===== config.mk =====
export PLATFORM = sky130hd
export DESIGN_NAME = scr_stack_ctrl
export DESIGN_NICKNAME = d
export VERILOG_FILES = /design/src/rtl/scr_stack_ctrl.sv
export SDC_FILE = /design/constraint.sdc
export NUM_CORES = 1
export LEC_CHECK = 0
export ABC_AREA = 1
export ABC_CLOCK_PERIOD_IN_PS = 3900
export CAP_MARGIN = 30
export CORE_MARGIN = 5
export CORE_UTILIZATION = 45
export DETAILED_ROUTE_END_ITERATION = 8
export PLACE_DENSITY = 0.74
export SETUP_SLACK_MARGIN = 0.4
export SLEW_MARGIN = 20
export SYNTH_ARGS = -nofsm -noshare
export SYNTH_HDL_FRONTEND = slang
export SYNTH_SLANG_ARGS = --single-unit
export TNS_END_PERCENT = 5

===== constraint.sdc =====
create_clock -name CLK -period 3.9 [get_ports CLK]
set_clock_uncertainty 0.1 [all_clocks]
set_input_delay 1.17 -clock CLK [delete_from_list [all_inputs] [get_ports CLK]]
set_output_delay 1.17 -clock CLK [all_outputs]
set_load 0.02 [all_outputs]

===== src/rtl/scr_stack_ctrl.sv =====
// scr_stack_ctrl
// Command-driven controller in front of a 256 x 10-bit scratch RAM. It owns
// the stack pointer and drives the RAM address, write data and write enable.
// Supported commands are PUSH/POP, direct LD/ST, SP_LOAD and a full-RAM CLEAR
// sweep. Stack depth (0..256) is tracked separately from SP, so that
// overflow and underflow are judged on depth alone.
//
// Ports
//   CLK        in   system clock, rising edge
//   RST        in   asynchronous reset, active high
//   CMD_VALID  in   command strobe (ignored while BUSY)
//   CMD[2:0]   in   000 NOP, 001 PUSH, 010 POP, 011 SP_LOAD, 100 LD, 101 ST,
//                   110 CLEAR, 111 reserved (NOP)
//   DIN[9:0]   in   write data for PUSH/ST
//   ADDR[7:0]  in   LD/ST address, or the new SP for SP_LOAD
//   SCR_DATA   in   RAM read data (combinational from SCR_ADDR)
//   SCR_ADDR   out  RAM address
//   SCR_DIN    out  RAM write data
//   SCR_WE     out  RAM write enable
//   DOUT       out  registered POP/LD result
//   DOUT_VALID out  one-cycle pulse when DOUT updates
//   SP         out  stack pointer
//   BUSY       out  high during the CLEAR sweep
//   ERR        out  sticky flag set by a rejected PUSH (full) or POP (empty)
//
// state    | meaning
// ---------+--------------------------------------------------
// ST_IDLE  | accepting commands, one per cycle
// ST_CLEAR | writing zero to addresses 0..255, commands dropped

module scr_stack_ctrl (
   input  logic       CLK,
   input  logic       RST,
   input  logic       CMD_VALID,
   input  logic [2:0] CMD,
   input  logic [9:0] DIN,
   input  logic [7:0] ADDR,
   input  logic [9:0] SCR_DATA,
   output logic [7:0] SCR_ADDR,
   output logic [9:0] SCR_DIN,
   output logic       SCR_WE,
   output logic [9:0] DOUT,
   output logic       DOUT_VALID,
   output logic [7:0] SP,
   output logic       BUSY,
   output logic       ERR
);

   localparam logic [2:0] CMD_PUSH    = 3'b001;
   localparam logic [2:0] CMD_POP     = 3'b010;
   localparam logic [2:0] CMD_SP_LOAD = 3'b011;
   localparam logic [2:0] CMD_LD      = 3'b100;
   localparam logic [2:0] CMD_ST      = 3'b101;
   localparam logic [2:0] CMD_CLEAR   = 3'b110;

   typedef enum logic {ST_IDLE, ST_CLEAR} state_t;

   state_t     state;
   logic [8:0] depth;
   logic [7:0] counter;
   logic       accept;
   logic       full;
   logic       empty;
   logic       we_raw;

   assign accept = CMD_VALID && (state == ST_IDLE);
   assign full   = (depth == 9'd256);
   assign empty  = (depth == 9'd0);

   // RAM port is combinational so PUSH/ST write on the accepting edge.
   always_comb begin
      SCR_ADDR = SP;
      SCR_DIN  = 10'd0;
      we_raw   = 1'b0;
      if (state == ST_CLEAR) begin
         SCR_ADDR = counter;
         we_raw   = 1'b1;
      end else if (accept) begin
         case (CMD)
            CMD_PUSH: begin
               SCR_ADDR = SP - 8'd1;
               SCR_DIN  = DIN;
               we_raw   = !full;
            end
            CMD_POP: SCR_ADDR = SP;
            CMD_LD:  SCR_ADDR = ADDR;
            CMD_ST: begin
               SCR_ADDR = ADDR;
               SCR_DIN  = DIN;
               we_raw   = 1'b1;
            end
            default: ;
         endcase
      end
   end

   // Command inputs may toggle while reset is held; keep the RAM untouched.
   assign SCR_WE = we_raw && !RST;

   always_ff @(posedge CLK or posedge RST) begin
      if (RST) begin
         state      <= ST_IDLE;
         SP         <= 8'd0;
         depth      <= 9'd0;
         counter    <= 8'd0;
         DOUT       <= 10'd0;
         DOUT_VALID <= 1'b0;
         BUSY       <= 1'b0;
         ERR        <= 1'b0;
      end else begin
         DOUT_VALID <= 1'b0;
         case (state)
            ST_IDLE: begin
               if (CMD_VALID) begin
                  case (CMD)
                     CMD_PUSH: begin
                        if (full) begin
                           ERR <= 1'b1;
                        end else begin
                           SP    <= SP - 8'd1;
                           depth <= depth + 9'd1;
                        end
                     end
                     CMD_POP: begin
                        if (empty) begin
                           ERR <= 1'b1;
                        end else begin
                           DOUT       <= SCR_DATA;
                           DOUT_VALID <= 1'b1;
                           SP         <= SP + 8'd1;
                           depth      <= depth - 9'd1;
                        end
                     end
                     CMD_SP_LOAD: begin
                        SP    <= ADDR;
                        depth <= 9'd0;
                        ERR   <= 1'b0;
                     end
                     CMD_LD: begin
                        DOUT       <= SCR_DATA;
                        DOUT_VALID <= 1'b1;
                     end
                     CMD_CLEAR: begin
                        state   <= ST_CLEAR;
                        counter <= 8'd0;
                        BUSY    <= 1'b1;
                     end
                     default: ;
                  endcase
               end
            end
            ST_CLEAR: begin
               counter <= counter + 8'd1;
               if (counter == 8'hFF) begin
                  state <= ST_IDLE;
                  BUSY  <= 1'b0;
                  SP    <= 8'd0;
                  depth <= 9'd0;
                  ERR   <= 1'b0;
               end
            end
            default: state <= ST_IDLE;
         endcase
      end
   end

endmodule


==> impl_metrics.toml <==
[detailed_routing]
viasPerCell = 5.33
drt_iter0_drc = 255
via_count = 3368
routed_wl_um = 9270
drtPass1Iterations = 4
drtAntennaViolNets = 0
wl_per_cell_um = 14.7
drc = 0

[final_layout]
drive_above_1_share_pct = 16.9
antenna_cells = 0
nFillCells = 600
nets = 599
final_cell_mix = "nand2_1, clkdlybuf4s50_1, nor2_1"
final_area_mm2 = 0.00406
final_common_cell = "nand2_1"
syn_to_final_growth_pct = 36.0

[place]
hpwlAfterDp_um = 7100
dp_slack_ps = -374
placed_area_mm2 = 0.00398
gp_congestion = 0.966
port_buffers = 73

[cts]
clock-root-buffer = "clkbuf_8"
path_clk_slew_ps = 80
clk_latency_ps = 300
cts_buffers = 5
cts_tree = "yes"
cts_hold_buf = 0
cts.sinks = 39
htreeDepth = 2
cts_max_path_buffers = 2

[timing]
min_period_ps = 3500
worst_slack_ps = 404
post-route-period-util_pct = 89.6
slew_violations = 0
worstMarginPinSlew_ps = 811
relSlewSlack_pct = 45.9
rsz0062_at_grt = "yes"
hold_slack_ps = 383
hold_viol = 0
fmax_mhz = 286
setup_viol = 0

[pwr]
total_power_mw = 2.37
total_leakage_power_nw = 2.11
ir_worst_vdd_v = 0.000345
cellPowerDensity_mw_per_mm2 = 583

[global_route]
grt_pass1_vias = 3198
antenna_found_initial = 0
gr-total-overflow = 0
grt_pass1_wl_um = 15100
grt_start_max_net_pins = 22
grt_usage_pct = 21.7

[job]
maxCapViolations = 0

[worst_setup_path]
cp.buffers_inverters = 3
path_max_fanout = 2
arrival_ps = 2230
start_kind = "input pin"
crit_required_ps = 2630
critical-path-max-stage-delay_ps = 470
crit_type = "in2out"
rrSetupSlack_ps = 1920
cp_slowest_cell = "clkdlybuf4s50_1"
path_cells = "clkdlybuf4s50_1 > inv_2 > o22ai_2 > nand2_1 > a22oi_2 > buf_6"
end_kind = "output pin"
cpLargestDelayFamily = "buffers and inverters"

[synthesis]
synth_nets = 505
ys_seq_elements = 39
synth-async-reset-ratio_pct = 100
synth_cells = 460
seq_area_frac_synth_pct = 32.7
syn-cell-area_mm2 = 0.00298
synth_area_per_cell_um2 = 6.48
synth_edf_count = 0
ys_types = 37
yosys_warnings = 0
ys.flop_type = "dfrtp_1"

[floorplanning]
initial_core_util_pct = 46.7
coreArea_mm2 = 0.00639
io_pins = 74
die_height_um = 91.4
num_rows = 29
die-area_mm2 = 0.00836
dieWidth_um = 91.4

[hold_path]
hold_class = "reg2reg"

[run_status]
outcome = "finished, final reports clean"
==> power by group <==
group	total [mW]	leakage [nW]	internal, mW	switching, mW
combinational	1.34	1.56	0.550	0.787
sequential	0.716	0.509	0.541	0.174
clock	0.315	0.0505	0.161	0.154
total	2.37	2.11	1.25	1.12
==> per-stage QoR <==
step / utilization (%) / instances / TNS, ps
CTS: 63.4 / 632 / 0
global route: 63.5 / 632 / 0
global placement: 62.2 / 623 / -5500
floorplan: - / 460 / 0
detailed placement: 62.2 / 623 / -6250
finish: 63.5 / 632 / 0
==> flip-flops by register name, indices dropped and copies added (netlist names) <==
signal and count:
DOUT 10, depth 9, SP 8, counter 8
BUSY 1, DOUT_VALID 1, ERR 1, state 1
==> worst min-delay path, delay by kind of cell (launching register included) <==
kind | cells | cell delay [ps]
AND/OR/NAND/NOR | 2 | 100
flip-flops | 1 | 350
==> cell families after synthesis <==
family                     synth area share (%)
xor gates and xnor gates                   1.17
adders and majority gates                  4.87
AOI/OAI and AO/OA                          11.4
DFF                                        32.7
buffers and inverters                      8.52
and+or+nand+nor                            41.4
==> cell type report <==
type	instances	area, µm²	share of cell area, %
tap	77	96.3	2.37
clock buffer	7	96.3	2.37
multi-input combinational	358	1800	44.4
timing repair buffer	99	880	21.7
clock inverter	1	7.51	0.185
inverter	51	199	4.90
sequential	39	976	24.1
==> final timing paths <==
kind,to,from,cells after the start
max,SCR_ADDR[1],ADDR[1],6
min,DOUT[7]$_DFFE_PP0P_,DOUT[7]$_DFFE_PP0P_,2
max reg2reg,depth[4]$_DFFE_PP0P_,counter[0]$_DFFE_PP0P_,10
min reg2reg,DOUT[7]$_DFFE_PP0P_,DOUT[7]$_DFFE_PP0P_,2
max in group asynchronous,counter[0]$_DFFE_PP0P_,RST,3
min in group asynchronous,ERR$_DFFE_PP0P_,RST,2
==> per-layer routing <==
metal / global-route usage (%) / share of wire [%] / vias to the layer above
met5: 0 / 0 / -
li1: - / - / 1675
met3: 5.12 / 7.6 / 16
met2: 36.9 / 48 / 132
met4: 5.87 / 1.7 / 0
met1: 27.4 / 43 / 1545
==> timing repair <==
item	CTS	global route
endpoints found under the setup margin	19	19
gates cloned	0	0
pin swaps	6	7
setup buffers	1	0
resized for setup	105	18
==> cells in the mapped netlist, types with 2 or more instances <==
cell	n	area share [%]
inv_2	9	1.1
buf_2	6	1.0
ha_1	10	4.2
o211ai_1	4	1.0
o22ai_1	4	0.84
nor2_2	3	0.63
a21oi_1	10	1.7
nand2_2	4	0.84
xor2_1	4	1.2
dfrtp_1	39	33
nand2_1	181	23
a22oi_1	7	1.8
o21ai_0	14	2.3
inv_1	41	5.2
nand4_1	13	2.7
clkbuf_1	5	0.63
nor2_1	44	5.5
nand3_1	37	6.2
a31oi_1	3	0.63
nor3_1	2	0.34
o21ai_1	3	0.50
nand2_4	2	0.75
(Power assumes the default switching activity.)
